File: config.mk
export PLATFORM = sky130hd
export DESIGN_NAME = zorro_slave_cycle_flat
export DESIGN_NICKNAME = d
export VERILOG_FILES = /design/src/rtl/zorro_slave_cycle_if.sv /design/src/rtl/zorro_slave_cycle.sv /design/src/flat_wrapper.sv
export SDC_FILE = /design/constraint.sdc
export NUM_CORES = 1
export LEC_CHECK = 0
export ABC_AREA = 1
export CAP_MARGIN = 10
export CELL_PAD_IN_SITES_DETAIL_PLACEMENT = 0
export CELL_PAD_IN_SITES_GLOBAL_PLACEMENT = 2
export CORE_MARGIN = 3
export CORE_UTILIZATION = 30
export DETAILED_ROUTE_END_ITERATION = 10
export GPL_TIMING_DRIVEN = 0
export PLACE_DENSITY = 0.87
export SYNTH_ARGS = -nofsm -noshare
export SYNTH_HDL_FRONTEND = slang
export SYNTH_SLANG_ARGS = --single-unit
File: constraint.sdc
create_clock -name CLK -period 2 [get_ports CLK]
set_clock_uncertainty 0.15 [all_clocks]
set_input_delay 0.4 -clock CLK [delete_from_list [all_inputs] [get_ports CLK]]
set_output_delay 0.4 -clock CLK [all_outputs]
set_load 0.02 [all_outputs]
File: src/rtl/zorro_slave_cycle_if.sv
// Zorro slave-side bus signals seen by one expansion board, plus the local
// target request/acknowledge pair that the slave cycle controller drives.
interface zorro_slave_cycle_if;
  logic FCS_n;
  logic ADDR_MATCH;
  logic READ;
  logic DOE;
  logic MYBUS;
  logic LOCAL_ACK;
  logic SLAVE_n;
  logic DTACK_n;
  logic LOCAL_REQ;
  logic LOCAL_RW;
  logic TIMEOUT;

  modport slave (
    input  FCS_n, ADDR_MATCH, READ, DOE, MYBUS, LOCAL_ACK,
    output SLAVE_n, DTACK_n, LOCAL_REQ, LOCAL_RW, TIMEOUT
  );

  modport master (
    output FCS_n, ADDR_MATCH, READ, DOE, MYBUS, LOCAL_ACK,
    input  SLAVE_n, DTACK_n, LOCAL_REQ, LOCAL_RW, TIMEOUT
  );
endinterface

File: src/rtl/zorro_slave_cycle.sv
// Zorro slave cycle controller: detects a full-cycle strobe aimed at this board,
// runs the local access and generates SLAVE_n/DTACK_n with a forced-DTACK timeout.
module zorro_slave_cycle #(
  parameter int TIMEOUT_CYCLES = 64
) (
  input  logic                 CLK,
  input  logic                 RESET_n,
  zorro_slave_cycle_if.slave   zorro,
  output logic [1:0]           state_dbg
);

  typedef enum logic [1:0] {
    IDLE   = 2'd0,
    SELECT = 2'd1,
    ACCESS = 2'd2,
    ACK    = 2'd3
  } state_t;

  localparam logic [7:0] CNT_LAST = 8'(TIMEOUT_CYCLES - 1);

  state_t     state;
  logic [7:0] cnt;
  logic       fcs_q;
  logic       fcs_d;
  logic       armed;
  logic       start;
  logic       slave_n;
  logic       dtack_n;
  logic       local_req;
  logic       local_rw;
  logic       timeout;

  // armed stays low after reset until FCS_n has really been sampled high, so a
  // strobe already low when reset releases cannot look like a fresh falling edge.
  assign start = armed && !fcs_q && fcs_d;

  // Local handshake: LOCAL_REQ rises on ACCESS entry and is held until the edge
  // on which LOCAL_ACK is seen (or the cycle times out or aborts); LOCAL_ACK is
  // only consumed in ACCESS and ignored in every other state.
  always_ff @(posedge CLK or negedge RESET_n) begin
    if (!RESET_n) begin
      state     <= IDLE;
      cnt       <= 8'd0;
      fcs_q     <= 1'b1;
      fcs_d     <= 1'b1;
      armed     <= 1'b0;
      slave_n   <= 1'b1;
      dtack_n   <= 1'b1;
      local_req <= 1'b0;
      local_rw  <= 1'b1;
      timeout   <= 1'b0;
    end else begin
      fcs_q   <= zorro.FCS_n;
      fcs_d   <= fcs_q;
      timeout <= 1'b0;
      if (zorro.FCS_n) armed <= 1'b1;

      case (state)
        IDLE: begin
          if (start && zorro.ADDR_MATCH && !zorro.MYBUS) begin
            state    <= SELECT;
            slave_n  <= 1'b0;
            local_rw <= zorro.READ;
          end
        end
        SELECT: begin
          if (fcs_q) begin
            state   <= IDLE;
            slave_n <= 1'b1;
          end else if (zorro.DOE) begin
            state     <= ACCESS;
            local_req <= 1'b1;
            cnt       <= 8'd0;
          end
        end
        ACCESS: begin
          // Abort wins, then the real acknowledge, then the forced one.
          if (fcs_q) begin
            state     <= IDLE;
            slave_n   <= 1'b1;
            local_req <= 1'b0;
          end else if (zorro.LOCAL_ACK) begin
            state     <= ACK;
            dtack_n   <= 1'b0;
            local_req <= 1'b0;
          end else if (cnt == CNT_LAST) begin
            state     <= ACK;
            dtack_n   <= 1'b0;
            local_req <= 1'b0;
            timeout   <= 1'b1;
          end else begin
            cnt <= cnt + 8'd1;
          end
        end
        ACK: begin
          if (fcs_q) begin
            state   <= IDLE;
            slave_n <= 1'b1;
            dtack_n <= 1'b1;
          end
        end
        default: state <= IDLE;
      endcase
    end
  end

  assign zorro.SLAVE_n   = slave_n;
  assign zorro.DTACK_n   = dtack_n;
  assign zorro.LOCAL_REQ = local_req;
  assign zorro.LOCAL_RW  = local_rw;
  assign zorro.TIMEOUT   = timeout;
  assign state_dbg       = state;

endmodule

File: src/flat_wrapper.sv
// flat-port wrapper written by rule: the top's interface ports become plain ports
module zorro_slave_cycle_flat 
#(
  parameter int TIMEOUT_CYCLES = 64
)
  (CLK, RESET_n, state_dbg, zorro_FCS_n, zorro_ADDR_MATCH, zorro_READ, zorro_DOE, zorro_MYBUS, zorro_LOCAL_ACK, zorro_SLAVE_n, zorro_DTACK_n, zorro_LOCAL_REQ, zorro_LOCAL_RW, zorro_TIMEOUT);
  zorro_slave_cycle_if zorro_i ();
  input  logic CLK;
  input  logic RESET_n;
  output logic [1:0] state_dbg;
  input wire logic [$bits(zorro_i.FCS_n)-1:0] zorro_FCS_n;
  input wire logic [$bits(zorro_i.ADDR_MATCH)-1:0] zorro_ADDR_MATCH;
  input wire logic [$bits(zorro_i.READ)-1:0] zorro_READ;
  input wire logic [$bits(zorro_i.DOE)-1:0] zorro_DOE;
  input wire logic [$bits(zorro_i.MYBUS)-1:0] zorro_MYBUS;
  input wire logic [$bits(zorro_i.LOCAL_ACK)-1:0] zorro_LOCAL_ACK;
  output wire logic [$bits(zorro_i.SLAVE_n)-1:0] zorro_SLAVE_n;
  output wire logic [$bits(zorro_i.DTACK_n)-1:0] zorro_DTACK_n;
  output wire logic [$bits(zorro_i.LOCAL_REQ)-1:0] zorro_LOCAL_REQ;
  output wire logic [$bits(zorro_i.LOCAL_RW)-1:0] zorro_LOCAL_RW;
  output wire logic [$bits(zorro_i.TIMEOUT)-1:0] zorro_TIMEOUT;
  assign zorro_i.FCS_n = zorro_FCS_n;
  assign zorro_i.ADDR_MATCH = zorro_ADDR_MATCH;
  assign zorro_i.READ = zorro_READ;
  assign zorro_i.DOE = zorro_DOE;
  assign zorro_i.MYBUS = zorro_MYBUS;
  assign zorro_i.LOCAL_ACK = zorro_LOCAL_ACK;
  assign zorro_SLAVE_n = zorro_i.SLAVE_n;
  assign zorro_DTACK_n = zorro_i.DTACK_n;
  assign zorro_LOCAL_REQ = zorro_i.LOCAL_REQ;
  assign zorro_LOCAL_RW = zorro_i.LOCAL_RW;
  assign zorro_TIMEOUT = zorro_i.TIMEOUT;
  zorro_slave_cycle #(.TIMEOUT_CYCLES(TIMEOUT_CYCLES)) u_core (.CLK(CLK), .RESET_n(RESET_n), .zorro(zorro_i), .state_dbg(state_dbg));
endmodule
==> tab_implementation.tex, run 1 <==
\begin{tabular}{lr}
\hline
Metric & Value \\
\hline
\multicolumn{2}{l}{\textbf{Floorplan}} \\
Number of rows in the core area & 20 \\
Std-Cell Core Area & roughly 3200 sq um \\
Die Height & around 64 um \\
Chip width & around 64 um \\
Starting density of the core & about a third \\
Die Outline Area & 4120 sq um \\
Number of placed I/O pins & 15 \\
\multicolumn{2}{l}{\textbf{Power and ir drop}} \\
Leakage component of the power & $\sim$0.00059 uW \\
Maximum vdd ir drop & between 0.4 and 0.5 mV \\
Net switching power & between 500 and 600 uW \\
Comb pwr share & between 40\% and 50\% \\
Int Pwr & 801 uW \\
Clock network fraction of total power & 17.4\% \\
Part of the power in registers & 39.1\% \\
PwrDens & $\sim$1100 nW/um\^{}2 \\
Sw frac & about two fifths \\
\multicolumn{2}{l}{\textbf{Yosys}} \\
Share of synthesized flip-flops with an asynchronous set or reset & 100\% \\
Fraction of post-synthesis cell area in the top cell type by area & 32.0\% \\
Total of warnings raised by yosys & 0 \\
Most used standard cell by instance count after synthesis & nand2\_1 \\
Number of different library cells in the post-synthesis netlist & 26 \\
Synth Flop Type & dfrtp\_1 \\
Mapped Avg Cell Area & between 7 and 8 sq um \\
Cell area after technology mapping & approximately 1000 sq um \\
Synthesized flop and latch total & 18 \\
Gate count after technology mapping & between 100 and 150 \\
Number of enable flip-flop cells after synthesis & 0 \\
Proportion of synthesized chip area in sequential cells & approximately 45\% \\
Post-synth top cells & 40 x nand2\_1, 15 x nand3\_1, 14 x inv\_1, 14 x nor2\_1, 13 x dfrtp\_1 \\
Largest cells by area after synthesis & dfrtp\_1 32\%, nand2\_1 15\%, dfstp\_2 13\% \\
Syn\_nets & 140 \\
Cell type contributing the most total cell area after synthesis & dfrtp\_1 \\
\multicolumn{2}{l}{\textbf{Clocking}} \\
Number of sinks driven by the clock tree & 18 \\
Number of CTS-inserted buffers & 3 \\
Post-CTS Hold Fix Bufs & 0 \\
Clk buf depth & 2 \\
Clock tree root buffer cell & clkbuf\_4 \\
Number of buffers added for setup after CTS & 0 \\
TritonCTS clock tree & done \\
Clock-pin slew on the worst setup and hold paths & 0.11 ns \\
CTS H-tree lvls & 1 \\
Later-pin clock latency in the skew report & approximately 0.30 ns \\
\multicolumn{2}{l}{\textbf{Flow run}} \\
Max-cap violation count & 0 \\
\multicolumn{2}{l}{\textbf{STA}} \\
Highest clock rate & 546 MHz \\
Max-Slew Margin vs Limit & 44.3\% \\
Shortest clock period the worst path allows after layout & approximately 1.8 ns \\
Worst-margin pin slew & 0.833 ns \\
Final slew viol count & 0 \\
Part of the cycle the worst path needs & between 90 and 100\% \\
Setup repair after global routing missed its margin & false \\
Final Hold Fails & 0 \\
Final setup viols & 0 \\
Aggregate negative setup slack & 0 ns \\
Fin worst setup slack & between 0.15 and 0.2 ns \\
\multicolumn{2}{l}{\textbf{Route}} \\
Number of nets with antenna violations after routing & 0 \\
Total Wirelength & between 2 and 2.5 mm \\
DRC errors left & 0 \\
First-iteration detailed-routing DRC count & 46 \\
Avg WL per Cell & between 10 and 15 um \\
Iteration count of the initial detailed-routing pass & 4 \\
Number of vias after detailed routing & between 900 and 1000 \\
Vias per cell & about 4.7 \\
\multicolumn{2}{l}{\textbf{Worst setup path}} \\
Critical path arrival & between 1 and 1.5 ns \\
CP Cell Sequence & clkdlybuf4s50\_1 \\
Crit. Startpoint & u\_core.state\_dbg[0]\$\_DFFE\_PN0P\_ \\
Longest individual stage delay on the worst path & 0.61 ns \\
Master of the slowest instance on the critical path & clkdlybuf4s50\_1 \\
Type of the setup path with the least slack & flip-flop to primary output \\
Family with the most delay on the worst path & buffers and inverters \\
Element type at the critical path start & flip-flop \\
Largest fanout on the critical path & 2 \\
Worst path buffer plus inverter count & 1 \\
Reg2Reg Launch Point & u\_core.cnt[0]\$\_DFFE\_PN0P\_ \\
Kind of capture point of the worst setup path & primary output \\
CP Data Required Time & around 1.5 ns \\
\multicolumn{2}{l}{\textbf{Global routing}} \\
Initial antenna violation count & 0 \\
Global-route wire length before repair & approximately 4.0 mm \\
Sum of overflow across all layers after global routing & 0 \\
Overall fraction of global-route tracks in use & about an eighth \\
Maximum number of pins on one net before global-route repair & 19 \\
Vias in the first global route & around 900 \\
\multicolumn{2}{l}{\textbf{Placement}} \\
Number of port buffers & 14 \\
Routability cong. & 0.811 \\
Worst slack at placement & 0.167 ns \\
DPL Wire Length & 1.61 mm \\
\multicolumn{2}{l}{\textbf{Hold path}} \\
Min-delay worst type & flip-flop to flip-flop \\
Hold Path Origin & u\_core.fcs\_q\$\_DFF\_PN1\_ \\
\multicolumn{2}{l}{\textbf{Layout}} \\
Final layout net count & 159 \\
Number of flip-flops in the largest register & 8 \\
Fill cells & $\sim$340 \\
Antenna cell count & 0 \\
Fraction of final layout cells with drive strength greater than 1 & between 15 and 20\% \\
Most flop-heavy register & u\_core.cnt \\
Post-synthesis to final-layout area growth & 22.8\% \\
\multicolumn{2}{l}{\textbf{Status}} \\
Status & completed \\
\hline
\end{tabular}
## metrics by stage
step	utilization, %	hold WS [ns]	power [uW]	area, sq um	std cells
2_1_floorplan	-	-0.0456	908	1020	131
3_3_place_gp	38.4	0.285	1110	1210	189
3_5_place_dp	38.4	0.284	1120	1210	189
4_1_cts	39.5	0.306	1340	1240	193
5_1_grt	39.6	0.318	1430	1250	193
6_report	39.6	0.303	1310	1250	193
## cell usage in the layout (no fill, tap or decap), drive strengths merged, types with 3 or more instances in the layout
master and instances:
clkdlybuf4s50 11, nand2 44, dfstp 5, o21ai 6, dfrtp 13, buf 3
nor2 15, clkbuf 4, inv 14, nand3 17
## cell type report
class                   instances  area [sq um]  share of cell area, %
plain buffers                   3          30.0                   2.41
well taps                      44          55.1                   4.41
repair buffers                 14           140                   11.2
inverters                      15          61.3                   4.91
multi-input cells              95           468                   37.5
flip-flops and latches         18           457                   36.6
clock buffers                   4          36.3                   2.91
## worst paths after layout
path | slack, ns | end | cells past startpoint
worst min-delay path | 0.30 | u_core.fcs_d$_DFF_PN1_ | 0
worst max register to register | 0.35 | u_core.zorro.LOCAL_REQ$_DFFE_PN0P_ | 9
worst min register to register | 0.30 | u_core.fcs_d$_DFF_PN1_ | 0
worst max-delay path | 0.17 | state_dbg[0] | 1
min in group asynchronous | 0.42 | u_core.state_dbg[0]$_DFFE_PN0P_ | 1
max in group asynchronous | 0.76 | u_core.cnt[6]$_DFFE_PN0P_ | 1
## what timing repair did
action,CTS,global route
gates cloned,0,0
resized for setup,2,1
setup endpoints to repair,2,1
pin swaps,0,0
## power by group through the flow
| stage | Combinational, uW | Sequential [uW] | Clock (uW) |
|---|---|---|---|
| 6_report | 571 | 514 | 229 |
| 5_1_grt | 641 | 531 | 258 |
| 3_3_place_gp | 590 | 521 | 0 |
| 2_1_floorplan | 321 | 588 | 0 |
| 3_5_place_dp | 593 | 525 | 0 |
| 4_1_cts | 584 | 517 | 241 |
## metal layers
metal / routed length, um / up-vias / track usage [%]
met1: 1020 / 428 / 16.6
met3: 83 / 2 / 2.28
met2: 1020 / 19 / 19.2
li1: - / 454 / -
met4: 14 / 0 / 3.96
met5: 0 / - / 0
## cells by family after synthesis
logic type	Yosys count	share of synthesized area (%)
fa+ha+maj	1	1.23
simple gates	84	39.5
compound gates	10	5.30
flops	18	45.0
buf+inv	18	8.99
(Power assumes the default switching activity.)
==> run 2, diff against run 1 <==
==> constraint.sdc (replaced) <==
create_clock -name CLK -period 2 [get_ports CLK]
set_clock_uncertainty 0.15 [all_clocks]
set_input_delay 0.2 -clock CLK [delete_from_list [all_inputs] [get_ports CLK]]
set_output_delay 0.2 -clock CLK [all_outputs]
set_load 0.02 [all_outputs]
==> tab_implementation.tex, run 2 (synthesis results as in run 1) <==
\begin{tabular}{lr}
\hline
Metric & Value \\
\hline
\multicolumn{2}{l}{\textbf{STA}} \\
Worst-margin pin slew & between 0.8 and 0.9 ns \\
Final slew viol count & 0 \\
Final setup viols & 0 \\
Aggregate negative setup slack & 0 ns \\
Max-Slew Margin vs Limit & 44.0\% \\
Part of the cycle the worst path needs & 89.2\% \\
Shortest clock period the worst path allows after layout & 1.78 ns \\
Highest clock rate & about 560 MHz \\
Setup repair after global routing missed its margin & false \\
Final Hold Fails & 0 \\
\multicolumn{2}{l}{\textbf{Clocking}} \\
Number of buffers added for setup after CTS & 0 \\
Number of gates given a new drive strength after cts & 0 \\
Post-CTS Hold Fix Bufs & 0 \\
Number of sinks driven by the clock tree & 18 \\
Number of CTS-inserted buffers & 3 \\
Clock-pin slew on the worst setup and hold paths & about 0.11 ns \\
CTS H-tree lvls & 1 \\
Clock tree root buffer cell & clkbuf\_4 \\
TritonCTS clock tree & done \\
Later-pin clock latency in the skew report & approximately 0.29 ns \\
Clk buf depth & 2 \\
\multicolumn{2}{l}{\textbf{Power and ir drop}} \\
Maximum vdd ir drop & around 0.50 mV \\
Leakage component of the power & 0.000576 uW \\
PwrDens & around 1100 nW/um\^{}2 \\
\multicolumn{2}{l}{\textbf{Placement}} \\
Number of port buffers & 14 \\
DP Area & around 1200 sq um \\
Routability cong. & approximately 0.81 \\
DPL Wire Length & between 1.5 and 2 mm \\
\multicolumn{2}{l}{\textbf{Layout}} \\
Final layout net count & roughly 160 \\
Area of all placed cells without fillers & 1250 sq um \\
Number of flip-flops in the largest register & 8 \\
Post-synthesis to final-layout area growth & 22.8\% \\
Final Util & between 30\% and 40\% \\
Antenna cell count & 0 \\
Most flop-heavy register & u\_core.cnt \\
Most common cell after layout, fill and taps aside & nand2\_1 \\
Fill cells & roughly 340 \\
Most used cells in the layout excluding fill and tap cells & 40 x nand2\_1, 15 x nand3\_1, 14 x inv\_1, 14 x nor2\_1, 14 x clkdlybuf4s50\_1 \\
Fraction of final layout cells with drive strength greater than 1 & between 10\% and 20\% \\
\multicolumn{2}{l}{\textbf{Worst setup path}} \\
CP Data Required Time & 1.65 ns \\
Longest individual stage delay on the worst path & 0.60 ns \\
Worst setup slack for register-to-register paths & around 0.35 ns \\
Family with the most delay on the worst path & buffers and inverters \\
Critical register-to-register path endpoint & u\_core.zorro.LOCAL\_REQ\$\_DFFE\_PN0P\_ \\
Largest fanout on the critical path & 2 \\
Worst path buffer plus inverter count & 1 \\
Critical path arrival & roughly 1.4 ns \\
Master of the slowest instance on the critical path & clkdlybuf4s50\_1 \\
Logic depth of the worst register-to-register path & 9 \\
Crit. Startpoint & u\_core.zorro.SLAVE\_n\$\_DFFE\_PN1P\_ \\
CP Cell Sequence & clkdlybuf4s50\_1 \\
Type of the setup path with the least slack & flip-flop to primary output \\
Kind of capture point of the worst setup path & primary output \\
Element type at the critical path start & flip-flop \\
Reg2Reg Launch Point & u\_core.cnt[0]\$\_DFFE\_PN0P\_ \\
\multicolumn{2}{l}{\textbf{Floorplan}} \\
Die Height & 64.2 um \\
Number of placed I/O pins & 15 \\
Number of rows in the core area & 20 \\
Die Outline Area & 4120 sq um \\
Starting density of the core & 32.2\% \\
Chip width & 64.2 um \\
Std-Cell Core Area & 3150 sq um \\
\multicolumn{2}{l}{\textbf{Route}} \\
Number of nets with antenna violations after routing & 0 \\
Highest signal layer in the routed design & met4 \\
Number of vias after detailed routing & 900 \\
WL met2 & between 1 and 1.5 mm \\
First-iteration detailed-routing DRC count & 49 \\
Met1 wire length & 1.02 mm \\
Avg WL per Cell & 11.1 um \\
Vias per cell & 4.66 \\
DRC errors left & 0 \\
Iteration count of the initial detailed-routing pass & 4 \\
Total Wirelength & about 2.1 mm \\
Sum of met3 wire segment lengths after detailed routing & between 80 and 90 um \\
\multicolumn{2}{l}{\textbf{Global routing}} \\
Maximum number of pins on one net before global-route repair & 19 \\
Overall fraction of global-route tracks in use & approximately an eighth \\
Sum of overflow across all layers after global routing & 0 \\
Global-route wire length before repair & $\sim$4.0 mm \\
Vias in the first global route & around 880 \\
Initial antenna violation count & 0 \\
\multicolumn{2}{l}{\textbf{Status}} \\
Status & completed \\
\multicolumn{2}{l}{\textbf{Hold path}} \\
Min-delay worst type & input port to flip-flop \\
Hold Path Origin & zorro\_FCS\_n \\
Worst Hold Depth & 1 \\
Sink of the worst hold path & u\_core.fcs\_q\$\_DFF\_PN1\_ \\
\multicolumn{2}{l}{\textbf{Flow run}} \\
Max-cap violation count & 0 \\
\hline
\end{tabular}
==> run 2: final cells by class <==
cell class | count | area, sq um | share of cell area (%)
inverter | 15 | 61.3 | 4.91
multi-input combinational | 95 | 468 | 37.5
clock buffer | 4 | 36.3 | 2.91
timing repair buffer | 14 | 140 | 11.2
tap | 44 | 55.1 | 4.41
buffer | 3 | 30.0 | 2.41
sequential | 18 | 457 | 36.6
==> run 2: how the worst max path moves through the flow <==
stage                                         endpoint  slack (ns)  cells after the start
finish                                   zorro_SLAVE_n        0.22                      1
global route                             zorro_DTACK_n        0.15                      1
CTS                                      zorro_SLAVE_n        0.19                      1
detailed placement  u_core.zorro.LOCAL_REQ$_DFFE_PN0P_        0.35                      9
global placement             u_core.cnt[4]$_DFFE_PN0P_        0.37                      5
floorplan                    u_core.cnt[0]$_DFFE_PN0P_        0.51                      8
==> run 2: metrics by stage <==
step	cells	power, uW	hold slack (ns)	worst slack, ns
floorplan	131	908	-0.246	0.508
global placement	189	1110	0.285	0.369
detailed placement	189	1120	0.284	0.348
CTS	193	1350	0.161	0.189
global route	193	1440	0.162	0.146
finish	193	1330	0.170	0.216
==> run 2: metal layers <==
layer  track usage, %  vias to the layer above
met5                0                        -
met2             19.2                       19
li1                 -                      454
met4             3.96                        0
met3             2.28                        2
met1             16.6                      425
==> run 2: power by group <==
group | switching, uW | total, uW | internal [uW] | leakage, uW
Clock | 116 | 227 | 111 | 0.0000210
Sequential | 54.4 | 515 | 461 | 0.000224
Combinational | 342 | 584 | 242 | 0.000331
Total | 512 | 1330 | 814 | 0.000576
==> run 3, diff against run 2 <==
Settings changed: CORE_UTILIZATION 30 to 24, GPL_ROUTABILITY_DRIVEN set to 0, PLACE_DENSITY 0.87 to 0.74.
==> tab_implementation.tex, run 3 (synthesis results as in run 1) <==
\begin{tabular}{lr}
\hline
Metric & Value \\
\hline
\multicolumn{2}{l}{\textbf{Worst setup path}} \\
CP Data Required Time & 1.65 ns \\
Family with the most delay on the worst path & buffers and inverters \\
Worst path buffer plus inverter count & 1 \\
Element type at the critical path start & flip-flop \\
CP Cell Sequence & clkdlybuf4s50\_1 \\
Largest fanout on the critical path & 2 \\
Logic depth of the worst register-to-register path & 9 \\
Critical path arrival & $\sim$1.4 ns \\
Type of the setup path with the least slack & flip-flop to primary output \\
Reg2Reg Launch Point & u\_core.cnt[0]\$\_DFFE\_PN0P\_ \\
Master of the slowest instance on the critical path & clkdlybuf4s50\_1 \\
Worst setup slack for register-to-register paths & $\sim$0.33 ns \\
Kind of capture point of the worst setup path & primary output \\
Critical register-to-register path endpoint & u\_core.zorro.LOCAL\_REQ\$\_DFFE\_PN0P\_ \\
Longest individual stage delay on the worst path & roughly 0.60 ns \\
\multicolumn{2}{l}{\textbf{Power and ir drop}} \\
Leakage component of the power & slightly below 0.0006 uW \\
PwrDens & $\sim$1100 nW/um\^{}2 \\
Maximum vdd ir drop & 0.443 mV \\
Post-layout power & around 1400 uW \\
\multicolumn{2}{l}{\textbf{Status}} \\
Status & completed \\
\multicolumn{2}{l}{\textbf{Clocking}} \\
Clock tree root buffer cell & clkbuf\_8 \\
Number of gates given a new drive strength after cts & 0 \\
TritonCTS clock tree & done \\
CTS H-tree lvls & 1 \\
Clock-pin slew on the worst setup and hold paths & around 0.070 ns \\
Number of buffers added for setup after CTS & 0 \\
Post-CTS Hold Fix Bufs & 0 \\
Number of sinks driven by the clock tree & 18 \\
Later-pin clock latency in the skew report & between 0.2 and 0.3 ns \\
Number of CTS-inserted buffers & 3 \\
Clk buf depth & 2 \\
\multicolumn{2}{l}{\textbf{STA}} \\
Fin worst setup slack & around 0.26 ns \\
Aggregate negative setup slack & 0 ns \\
Final Hold Fails & 0 \\
Setup repair after global routing missed its margin & false \\
Part of the cycle the worst path needs & 87.2\% \\
Shortest clock period the worst path allows after layout & $\sim$1.7 ns \\
Max-Slew Margin vs Limit & about 43\% \\
Final setup viols & 0 \\
Worst-margin pin slew & 0.859 ns \\
Highest clock rate & 573 MHz \\
Final slew viol count & 0 \\
\multicolumn{2}{l}{\textbf{Global routing}} \\
Initial antenna violation count & 0 \\
Top Usage Layer GRT & met2 \\
Sum of overflow across all layers after global routing & 0 \\
Met2 GRT Util & $\sim$16\% \\
Met1 demand-to-capacity share in global routing & between 10\% and 20\% \\
Met3 track utilization from global routing & 1.85\% \\
Global-route wire length before repair & 4.02 mm \\
Overall fraction of global-route tracks in use & approximately a tenth \\
Vias in the first global route & 880 \\
Maximum number of pins on one net before global-route repair & 19 \\
\multicolumn{2}{l}{\textbf{Floorplan}} \\
Chip width & about 71 um \\
Starting density of the core & between 20\% and 30\% \\
Number of rows in the core area & 23 \\
Std-Cell Core Area & approximately 4000 sq um \\
Number of placed I/O pins & 15 \\
Die Height & a little over 70 um \\
Die Outline Area & $\sim$5000 sq um \\
\multicolumn{2}{l}{\textbf{Route}} \\
Total Wirelength & 2.29 mm \\
Iteration count of the initial detailed-routing pass & 6 \\
First-iteration detailed-routing DRC count & 34 \\
Avg WL per Cell & between 10 and 15 um \\
Number of vias after detailed routing & between 800 and 900 \\
Number of nets with antenna violations after routing & 0 \\
DRC errors left & 0 \\
Vias per cell & between 4 and 5 \\
\multicolumn{2}{l}{\textbf{Hold path}} \\
Hold Path Origin & zorro\_FCS\_n \\
Min-delay worst type & input port to flip-flop \\
Worst Hold Depth & 1 \\
Sink of the worst hold path & u\_core.fcs\_q\$\_DFF\_PN1\_ \\
\multicolumn{2}{l}{\textbf{Flow run}} \\
Max-cap violation count & 0 \\
\multicolumn{2}{l}{\textbf{Layout}} \\
Most used cells in the layout excluding fill and tap cells & 40 x nand2\_1, 15 x nand3\_1, 14 x inv\_1, 14 x nor2\_1, 14 x clkdlybuf4s50\_1 \\
Most common cell after layout, fill and taps aside & nand2\_1 \\
Number of flip-flops in the largest register & 8 \\
Final layout net count & about 160 \\
Antenna cell count & 0 \\
Fraction of final layout cells with drive strength greater than 1 & between 10\% and 20\% \\
Most flop-heavy register & u\_core.cnt \\
Post-synthesis to final-layout area growth & 25.4\% \\
\multicolumn{2}{l}{\textbf{Placement}} \\
DPL Wire Length & 1.66 mm \\
Number of port buffers & 14 \\
Worst slack at placement & 0.343 ns \\
\hline
\end{tabular}
-- run 3: cell count changes in the layout (fill, tap and decap cells not counted) --
| cell | delta |
|---|---|
| clkbuf_4 | -3 |
| clkbuf_8 | +3 |
-- run 3: cell type report --
| type | count | area, sq um |
|---|---|---|
| fill | 442 | 2760 |
| multi-input combinational | 95 | 468 |
| sequential | 18 | 457 |
| timing repair buffer | 14 | 140 |
| tap | 50 | 62.6 |
| inverter | 15 | 61.3 |
| clock buffer | 4 | 55.1 |
| buffer | 3 | 30.0 |
-- run 3: power by group --
group          switching [uW]  internal (uW)  leakage [uW]  total [uW]
Sequential               56.4            462      0.000224         518
Clock                     124            175     0.0000288         299
Combinational             348            242      0.000331         589
Total                     528            878      0.000583        1410
-- run 3: metrics by stage --
| step | cells | area [sq um] | hold WS [ns] | utilization, % |
|---|---|---|---|---|
| floorplan | 131 | 1020 | -0.246 | - |
| global placement | 195 | 1220 | 0.283 | 30.2 |
| detailed placement | 195 | 1220 | 0.286 | 30.2 |
| CTS | 199 | 1270 | 0.238 | 31.6 |
| global route | 199 | 1270 | 0.240 | 31.6 |
| finish | 199 | 1270 | 0.236 | 31.6 |
-- run 3: worst max-delay path by stage --
stage	startpoint	end	slack (ns)	cells past startpoint
floorplan	u_core.state_dbg[0]$_DFFE_PN0P_	u_core.cnt[0]$_DFFE_PN0P_	0.51	8
global placement	zorro_DOE	u_core.cnt[4]$_DFFE_PN0P_	0.34	5
detailed placement	u_core.cnt[0]$_DFFE_PN0P_	u_core.zorro.LOCAL_REQ$_DFFE_PN0P_	0.34	9
CTS	u_core.zorro.DTACK_n$_DFFE_PN1P_	zorro_DTACK_n	0.24	1
global route	u_core.cnt[0]$_DFFE_PN0P_	u_core.zorro.LOCAL_REQ$_DFFE_PN0P_	0.20	9
finish	u_core.zorro.DTACK_n$_DFFE_PN1P_	zorro_DTACK_n	0.26	1
-- run 3: layer usage --
layer  share of wire, %  vias up  wire length (um)
li1                   -      456                 -
met2                 45       14              1040
met3                2.5        5                57
met5                  0        -                 0
met1                 51      396              1160
met4                1.4        0                33
